<file path="src/rtl/lcd_scanout_pkg.sv">
// Shared definitions for the LCD scan-out block: state encoding, panel
// geometry defaults and the CRC-8 byte step used by the optional frame
// checksum (LCD_SCANOUT_CRC_EN).
package lcd_scanout_pkg;

    typedef enum logic [2:0] {
        IDLE    = 3'd0,
        ADDR    = 3'd1,
        CAPTURE = 3'd2,
        OUT     = 3'd3,
        DONE    = 3'd4
    } state_e;

    localparam int LCD_WIDTH = 96;
    localparam int LCD_PAGES = 8;

    localparam logic [7:0] CRC8_POLY = 8'h07;

    // One byte of CRC-8, MSB first: fold the byte in, then shift eight times.
    function automatic logic [7:0] crc8_byte(input logic [7:0] crc, input logic [7:0] data);
        logic [7:0] c;
        c = crc ^ data;
        for (int i = 0; i < 8; i++) begin
            if (c[7]) begin
                c = {c[6:0], 1'b0} ^ CRC8_POLY;
            end else begin
                c = {c[6:0], 1'b0};
            end
        end
        return c;
    endfunction

endpackage

</file>
<file path="src/rtl/lcd_scanout_crc8_update.sv">
// Combinational CRC-8 step: next CRC from the running CRC and one byte.
// Only present when LCD_SCANOUT_CRC_EN is defined; without the macro this
// file contributes nothing to the build.
`ifdef LCD_SCANOUT_CRC_EN
module lcd_scanout_crc8_update
    import lcd_scanout_pkg::*;
(
    input  logic [7:0] crc,
    input  logic [7:0] data,
    output logic [7:0] crc_next
);

    assign crc_next = crc8_byte(crc, data);

endmodule
`endif

</file>
<file path="src/rtl/lcd_scanout.sv">
// LCD scan-out: on each frame_complete pulse, walks the controller display
// RAM page by page, captures each column byte and streams it with its
// framebuffer address over a valid/ready handshake. One extra frame request
// can be queued during a scan; further requests are counted as dropped.
// Optional macro LCD_SCANOUT_CRC_EN adds a CRC-8 over each frame's bytes.
module lcd_scanout
    import lcd_scanout_pkg::*;
#(
    parameter int WIDTH  = LCD_WIDTH,
    parameter int PAGES  = LCD_PAGES,
    parameter int ADDR_W = 10
) (
    input  logic              clk,
    input  logic              clk_ce,
    input  logic              reset,
    input  logic              frame_complete,
    output logic [6:0]        lcd_read_x,
    output logic [4:0]        lcd_read_y,
    input  logic [7:0]        lcd_read_column,
    output logic [7:0]        out_data,
    output logic [ADDR_W-1:0] out_addr,
    output logic              out_valid,
    input  logic              out_ready,
    output logic              out_last,
    output logic              busy,
    output logic [7:0]        frames_dropped
`ifdef LCD_SCANOUT_CRC_EN
    ,
    output logic [7:0]        frame_crc,
    output logic              frame_crc_valid
`endif
);

    localparam logic [6:0] X_LAST    = 7'(WIDTH - 1);
    localparam logic [2:0] PAGE_LAST = 3'(PAGES - 1);

    state_e            state_r;
    logic [6:0]        x_r;
    logic [2:0]        page_r;
    logic [6:0]        lcd_x_r;
    logic [2:0]        lcd_page_r;
    logic [7:0]        data_r;
    logic [ADDR_W-1:0] addr_r;
    logic              valid_r;
    logic              last_r;
    logic              busy_r;
    logic              pending_r;
    logic [7:0]        drop_cnt_r;

    logic              in_scan_s;
    logic              restart_s;
    logic              scan_start_s;
    logic              pending_set_s;
    logic              drop_s;
    logic              is_last_s;
    logic [ADDR_W-1:0] addr_s;

    assign lcd_read_x     = lcd_x_r;
    assign lcd_read_y     = {2'b00, lcd_page_r};
    assign out_data       = data_r;
    assign out_addr       = addr_r;
    assign out_valid      = valid_r;
    assign out_last       = last_r;
    assign busy           = busy_r;
    assign frames_dropped = drop_cnt_r;

    // Classify this cycle's frame request and precompute capture values.
    always_comb begin
        in_scan_s = 1'b0;
        case (state_r)
            ADDR, CAPTURE, OUT: in_scan_s = 1'b1;
            IDLE, DONE:         in_scan_s = 1'b0;
            default:            in_scan_s = 1'b0;
        endcase
        restart_s     = (state_r == DONE) && (pending_r || frame_complete);
        scan_start_s  = ((state_r == IDLE) && frame_complete) || restart_s;
        pending_set_s = frame_complete && in_scan_s && !pending_r;
        drop_s        = frame_complete && pending_r && (in_scan_s || (state_r == DONE));
        is_last_s     = (x_r == X_LAST) && (page_r == PAGE_LAST);
        addr_s        = ADDR_W'(page_r) * ADDR_W'(WIDTH) + ADDR_W'(x_r);
    end

    // Scan sequencer: address walk, column capture and output handshake.
    always_ff @(posedge clk) begin
        if (reset) begin
            state_r    <= IDLE;
            x_r        <= 7'd0;
            page_r     <= 3'd0;
            lcd_x_r    <= 7'd0;
            lcd_page_r <= 3'd0;
            data_r     <= 8'd0;
            addr_r     <= '0;
            valid_r    <= 1'b0;
            last_r     <= 1'b0;
            busy_r     <= 1'b0;
        end else if (clk_ce) begin
            case (state_r)
                IDLE: begin
                    if (frame_complete) begin
                        x_r     <= 7'd0;
                        page_r  <= 3'd0;
                        busy_r  <= 1'b1;
                        state_r <= ADDR;
                    end else begin
                        state_r <= IDLE;
                    end
                end
                ADDR: begin
                    lcd_x_r    <= x_r;
                    lcd_page_r <= page_r;
                    state_r    <= CAPTURE;
                end
                CAPTURE: begin
                    data_r  <= lcd_read_column;
                    addr_r  <= addr_s;
                    valid_r <= 1'b1;
                    last_r  <= is_last_s;
                    state_r <= OUT;
                end
                OUT: begin
                    if (out_ready) begin
                        valid_r <= 1'b0;
                        last_r  <= 1'b0;
                        if (last_r) begin
                            state_r <= DONE;
                        end else begin
                            if (x_r == X_LAST) begin
                                x_r    <= 7'd0;
                                page_r <= page_r + 3'd1;
                            end else begin
                                x_r <= x_r + 7'd1;
                            end
                            state_r <= ADDR;
                        end
                    end else begin
                        state_r <= OUT;
                    end
                end
                DONE: begin
                    if (restart_s) begin
                        x_r     <= 7'd0;
                        page_r  <= 3'd0;
                        busy_r  <= 1'b1;
                        state_r <= ADDR;
                    end else begin
                        busy_r  <= 1'b0;
                        state_r <= IDLE;
                    end
                end
                default: begin
                    valid_r <= 1'b0;
                    last_r  <= 1'b0;
                    busy_r  <= 1'b0;
                    state_r <= IDLE;
                end
            endcase
        end
    end

    // Queued-frame flag and saturating count of requests that could not be queued.
    always_ff @(posedge clk) begin
        if (reset) begin
            pending_r  <= 1'b0;
            drop_cnt_r <= 8'd0;
        end else if (clk_ce) begin
            if (restart_s) begin
                pending_r <= 1'b0;
            end else if (pending_set_s) begin
                pending_r <= 1'b1;
            end else begin
                pending_r <= pending_r;
            end
            if (drop_s && (drop_cnt_r != 8'hFF)) begin
                drop_cnt_r <= drop_cnt_r + 8'd1;
            end else begin
                drop_cnt_r <= drop_cnt_r;
            end
        end
    end

`ifdef LCD_SCANOUT_CRC_EN
    logic [7:0] crc_r;
    logic [7:0] crc_next_s;

    lcd_scanout_crc8_update u_crc8 (
        .crc      (crc_r),
        .data     (lcd_read_column),
        .crc_next (crc_next_s)
    );

    // Every captured byte is transferred before the frame ends, so folding at
    // capture time leaves the final CRC ready while the last byte is offered.
    always_ff @(posedge clk) begin
        if (reset) begin
            crc_r <= 8'h00;
        end else if (clk_ce) begin
            if (scan_start_s) begin
                crc_r <= 8'h00;
            end else if (state_r == CAPTURE) begin
                crc_r <= crc_next_s;
            end else begin
                crc_r <= crc_r;
            end
        end
    end

    assign frame_crc       = crc_r;
    assign frame_crc_valid = clk_ce && !reset && valid_r && last_r && out_ready;
`endif

endmodule

</file>
<file path="config.mk">
export PLATFORM = sky130hd
export DESIGN_NAME = lcd_scanout
export DESIGN_NICKNAME = d
export VERILOG_FILES = /design/src/rtl/lcd_scanout_pkg.sv /design/src/rtl/lcd_scanout_crc8_update.sv /design/src/rtl/lcd_scanout.sv
export SDC_FILE = /design/constraint.sdc
export NUM_CORES = 1
export LEC_CHECK = 0
export BUFFER_PORTS_ARGS = -buffer_cell sky130_fd_sc_hd__buf_2
export CORE_ASPECT_RATIO = 0.5
export CORE_MARGIN = 1
export CORE_UTILIZATION = 54
export DETAILED_ROUTE_END_ITERATION = 8
export PLACE_DENSITY_LB_ADDON = 0.12
export SLEW_MARGIN = 25
export SYNTH_ARGS = -nofsm -noshare
export SYNTH_HDL_FRONTEND = slang
export SYNTH_SLANG_ARGS = --single-unit
</file>
<file path="constraint.sdc">
create_clock -name clk -period 2.1 [get_ports clk]
set_input_delay 0.42 -clock clk [delete_from_list [all_inputs] [get_ports clk]]
set_output_delay 0.42 -clock clk [all_outputs]
set_load 0.1 [all_outputs]
</file>
**Word level (Yosys, flattened, before mapping)**

Index checks and enable logic that the tools add are counted.

- Bits in registers: 53
- Logic and storage cells: 80
- Output and inout bits: 41
- Input bits: 13

- Multipliers: 1
- Add/subtract/negate cells: 4
- Reduce and logical (&&, ||, !) cells: 23
- Bitwise gates (word level): 2
- Equal/unequal tests: 12
- Multiplexer cells: 26

Operators by type and width:

| cell | count |
|---|---|
| $mux W7 | 5 |
| $mux W3 | 7 |
| $pmux W7 S3 | 1 |
| $pmux W3 S5 | 1 |
| $add A10 B7 Y10 | 1 |
| $ne A2 B2 Y1 const B | 5 |
| $pmux W1 S3 | 3 |
| $pmux W3 S3 | 1 |
| $add A8 B1 Y8 const B | 1 |
| $mux W1 | 8 |
| $ne A8 B8 Y1 const B | 1 |
| $reduce_and A2 Y1 | 4 |
| $add A7 B1 Y7 const B | 1 |
| $eq A7 B7 Y1 const B | 1 |
| $logic_and A1 B1 Y1 | 7 |
| $reduce_and A7 Y1 | 1 |
| $eq A3 B2 Y1 const B | 2 |
| $eq A3 B3 Y1 const B | 2 |
| $reduce_and A3 Y1 | 2 |
| $reduce_and A6 Y1 | 1 |
| $reduce_or A3 Y1 | 2 |
| $mul A3 B2 Y5 const B | 1 |
| $add A3 B1 Y3 const B | 1 |
| $eq A3 B1 Y1 const B | 1 |
| other kinds (6) | 8 |

**Depth between registers and ports, before layout**

- Depth in word-level cells: 7
- Gate-level depth with buffers: 6
- Depth with buffers taken out: 6

**Worst setup path before layout**

Ideal clock, no wire load.

- Kind: register to register
- Start point: reg drop_cnt_r[0], in the netlist frames_dropped[0]
- End point: reg drop_cnt_r[4], in the netlist frames_dropped[4]
- Path buffers: 0
- Slack: -70 ps
- Stages on the path, launching flop included: 6
- Required time: 1997 ps
- Data arrival time: 2067 ps
- Path through: dfxtp_1 -> ha_1 -> nand2_1 -> nor3_1 -> o311ai_0 -> o41ai_1

- Longest elaborated chain between the ends: 3

Ends and longest elaborated chain:

| what | line | RTL |
|---|---|---|
| start: declaration | lcd_scanout.sv:48 | `logic [7:0] drop_cnt_r;` |
| start signal: assignment | lcd_scanout.sv:174 | `drop_cnt_r <= drop_cnt_r + 8'd1;` |
| start signal: assignment | lcd_scanout.sv:176 | `drop_cnt_r <= drop_cnt_r;` |
| branches (longest 3 deep; another with $add A8 B1 Y8) | -- |  |

Parallel ways; which one is timed is not known.
A chain may end at the register's enable or synchronous reset.

**Final worst setup path**

- Start point: reg state_r[2]
- End point: reg addr_r[4], in the netlist out_addr[4]

- Longest elaborated chain between the ends: 2

Ends and longest elaborated chain:

| what | line | RTL |
|---|---|---|
| start: declaration | lcd_scanout.sv:37 | `state_e state_r;` |
| start signal: assignment | lcd_scanout.sv:86 | `state_r <= IDLE;` |
| start signal: assignment | lcd_scanout.sv:103 | `state_r <= ADDR;` |
| start signal: assignment | lcd_scanout.sv:105 | `state_r <= IDLE;` |
| $eq A3 B2 Y1 | lcd_scanout.sv:97 | `case (state_r)` |
| $reduce_and A2 Y1 (no line) | -- |  |
| end signal: assignment | lcd_scanout.sv:115 | `addr_r <= addr_s;` |
| end: declaration | lcd_scanout.sv:43 | `logic [ADDR_W-1:0] addr_r;` |

Every way passes these cells.

==> results.md <==
- Min Hold Slack: 0.335 ns
- Async set-reset flop share out of synthesis: 0%
- Crit Path Class: reg -> reg
- PostCTS Resize Cnt: 0
- Starting Density: 57.4%
- Antenna viol nets, final: 0
- Launching point of the worst reg2reg path: state_r[2]
- Comb pwr share: about an eighth
- Detailed Routing Iterations Pass 1: 4
- Status: finished, final reports clean
- Port bufs: 51
- Post-synth top area share: 41.4%
- Crit Path Max Fanout: 18
- Clock power frac: 32.4%
- H-tree depth: 2
- Wirelength per Cell: 13.8 um
- Tot Pwr: 1.85 mW
- Mapped cell area: 2560 um2
- Cts hold-fix bufs: 0
- DRT iter0 DRCs: roughly 130
- Setup violators final: 0
- Area growth, synth to finish: 15.3%
- Residual overflow from global routing: 0
- VDD IR max: ~0.32 mV
- Unrepaired setup endpoints after global routing: no
- FF-to-FF path depth: 4
- Crit path DAT: approximately 2.1 ns
- Post-synthesis cell type count: 57
- Hold path cells: 3
- DP HPWL: 3.95 mm
- Most used DFF post-synth: dfxtp_1
- Final hold violation count: 0
- IO Pins: 54
- DIE HEIGHT: 50.7 um
- Register area share after synthesis: 41.4%
- Core Area: 4470 um2
- Crit end category: register
- Ranking of synthesized cells by area: dfxtp_1, nand2_1, a21oi_1
- GR Util All Layers: 23.8%
- Clk sink count: 53
- Util after Layout: 66.1%
- Flop2flop setup slack: 0.22 ns
- Static Leak: 1.19 nW
- Worst Path Required: around 2.4 ns
- Hold Path Sink: out_data[4]
- Period minus WS final: ~1.9 ns
- GPL Wtd Cong: 0.842
- Vias/cell: 5.67
- Switching share of power: between 20% and 30%
- DP Area: around 2900 um2
- Die span in x: 99.4 um
- Root buffer cell: clkbuf_8
- Skew final: roughly 0.0046 ns
- Reg clk slew, reported paths: around 0.10 ns
- Yosys warns: 0
- Post-synth top area cell: dfxtp_1
- Power Internal: ~1.3 mW
- Initial antenna violation count: 0
- Cell count after synthesis: 307
- CTS tree: built
- Row Count: 17
- DRC violation count after routing: 0
- # Max-Cap Violations: 0
- FMAX: about 530 MHz
- Portion of total power attributed to sequential cells: between 50% and 60%
- Number of synthesized flops with an enable pin: 0
- Total Routed Length: 5.69 mm
- Die Footprint: 5040 um2
- Via Count: 2334
- Least-Margin Pin Slew: 0.687 ns
- Relative slew slack: 54.2%
- P per Cell Area: approximately 620 nW/um2
- Max-slew violations: 0
- Hold Crit Class: in -> reg
- Clock latency on the worst-skew pair: approximately 0.31 ns
- Ant diodes: 0
- Synthesis-stage register bit count: 53
- Tcrit/Tclk final: 89.5%
- Worst R2R End: out_addr[4]
- Final nets: 377
- Hold path start: lcd_read_column[4]
- Largest net degree at the start of global routing: 30
- Global-route wire length before repair: 9.27 mm
- Final setup TNS: 0 ns
- Post-CTS setup buffer count: 0
- Setup crit start: state_r[2]
- Critical Path Source Type: register
- Layout cell share with drive strength beyond 1: between 20 and 25%
- Switching power total: 0.527 mW
- Synth Area per Inst: 8.35 um2
- Vias in the first global route: 1994
- Clk buf depth: 2
- Inserted Clock Buffers: 5
- Final Instance Area: 2950 um2
## state kept, by name, summed over array words and instances (netlist names), 3 cells and up
name            count
frames_dropped      8
lcd_page_r          3
lcd_read_x          7
out_addr           10
out_data            8
page_r              3
state_r             3
x_r                 7
## metrics by stage
stage,setup slack [ns],std cells
2_1_floorplan,0.0156,308
3_3_place_gp,0.295,404
3_5_place_dp,0.211,404
4_1_cts,0.243,412
5_1_grt,0.0367,412
6_report,0.222,412
## cell usage in the layout (no fill, tap or decap), types with 3 or more instances in the layout
| cell type | count |
|---|---|
| a21oi_1 | 40 |
| buf_4 | 8 |
| o311ai_0 | 4 |
| nand3_1 | 11 |
| nor2b_1 | 3 |
| mux2i_1 | 3 |
| nor3_1 | 7 |
| o21ai_0 | 10 |
| o41ai_1 | 4 |
| a32o_1 | 3 |
| nor2_1 | 12 |
| buf_2 | 51 |
| dfxtp_1 | 51 |
| nor3_2 | 3 |
| nand2_1 | 65 |
| clkbuf_8 | 5 |
| ha_1 | 8 |
| nand4_1 | 4 |
| or3_1 | 5 |
| inv_1 | 5 |
## power by group through the flow
stage	registers [mW]	clock network [mW]	logic [mW]
floorplan	1.09	0	0.131
global placement	1.05	0	0.211
detailed placement	1.05	0	0.215
CTS	1.03	0.614	0.217
global route	1.03	0.650	0.234
finish	1.03	0.599	0.218
## critical path, stage by stage (launching register included)
cell      delay, ns
dfxtp_1        0.63
nand2b_1       0.30
or3_1          0.59
nand2_1        0.12
a21oi_1        0.17
## cell type report
class	instances	area [um2]
Fill cell	406	1510
Timing Repair Buffer	59	315
Clock inverter	3	25.0
Clock buffer	5	68.8
Multi-Input combinational cell	230	1390
Sequential cell	53	1060
Inverter	5	18.8
Tap cell	57	71.3
## cell families after synthesis
logic type,share of synthesized area [%]
and+or+nand+nor,25.0
buffers and inverters,4.64
AOI/OAI and AO/OA,20.6
DFF,41.4
xor gates and xnor gates,0.684
muxes,2.05
other,0.146
adders and majority gates,5.47
## worst max path at each step
stage | to | cells past startpoint
after floorplan | frames_dropped[7] | 4
after global placement | frames_dropped[7] | 5
after detailed placement | frames_dropped[7] | 5
after CTS | frames_dropped[7] | 4
after global routing | out_addr[1] | 4
final | out_addr[4] | 4
## cells in the mapped netlist, types with 3 or more instances
cell	count
nand4_1	4
nor2b_1	3
mux2i_1	3
o41ai_1	4
nor2_1	12
a21oi_1	40
ha_1	8
buf_2	5
nor3_1	8
dfxtp_1	53
nand3_1	11
a32o_1	3
o311ai_0	4
buf_1	3
o21ai_0	10
nand2_1	65
clkbuf_1	8
or3_1	5
inv_1	5
## layer usage
layer / vias to the layer above / GRT usage (%) / routed length [um]
li1: 1194 / - / -
met1: 1042 / 29.9 / 2780
met2: 91 / 40.4 / 2440
met3: 7 / 5.57 / 406
met4: 0 / 8.33 / 62
met5: - / 0 / 0
Note: power is estimated with default switching activity, not from simulation.
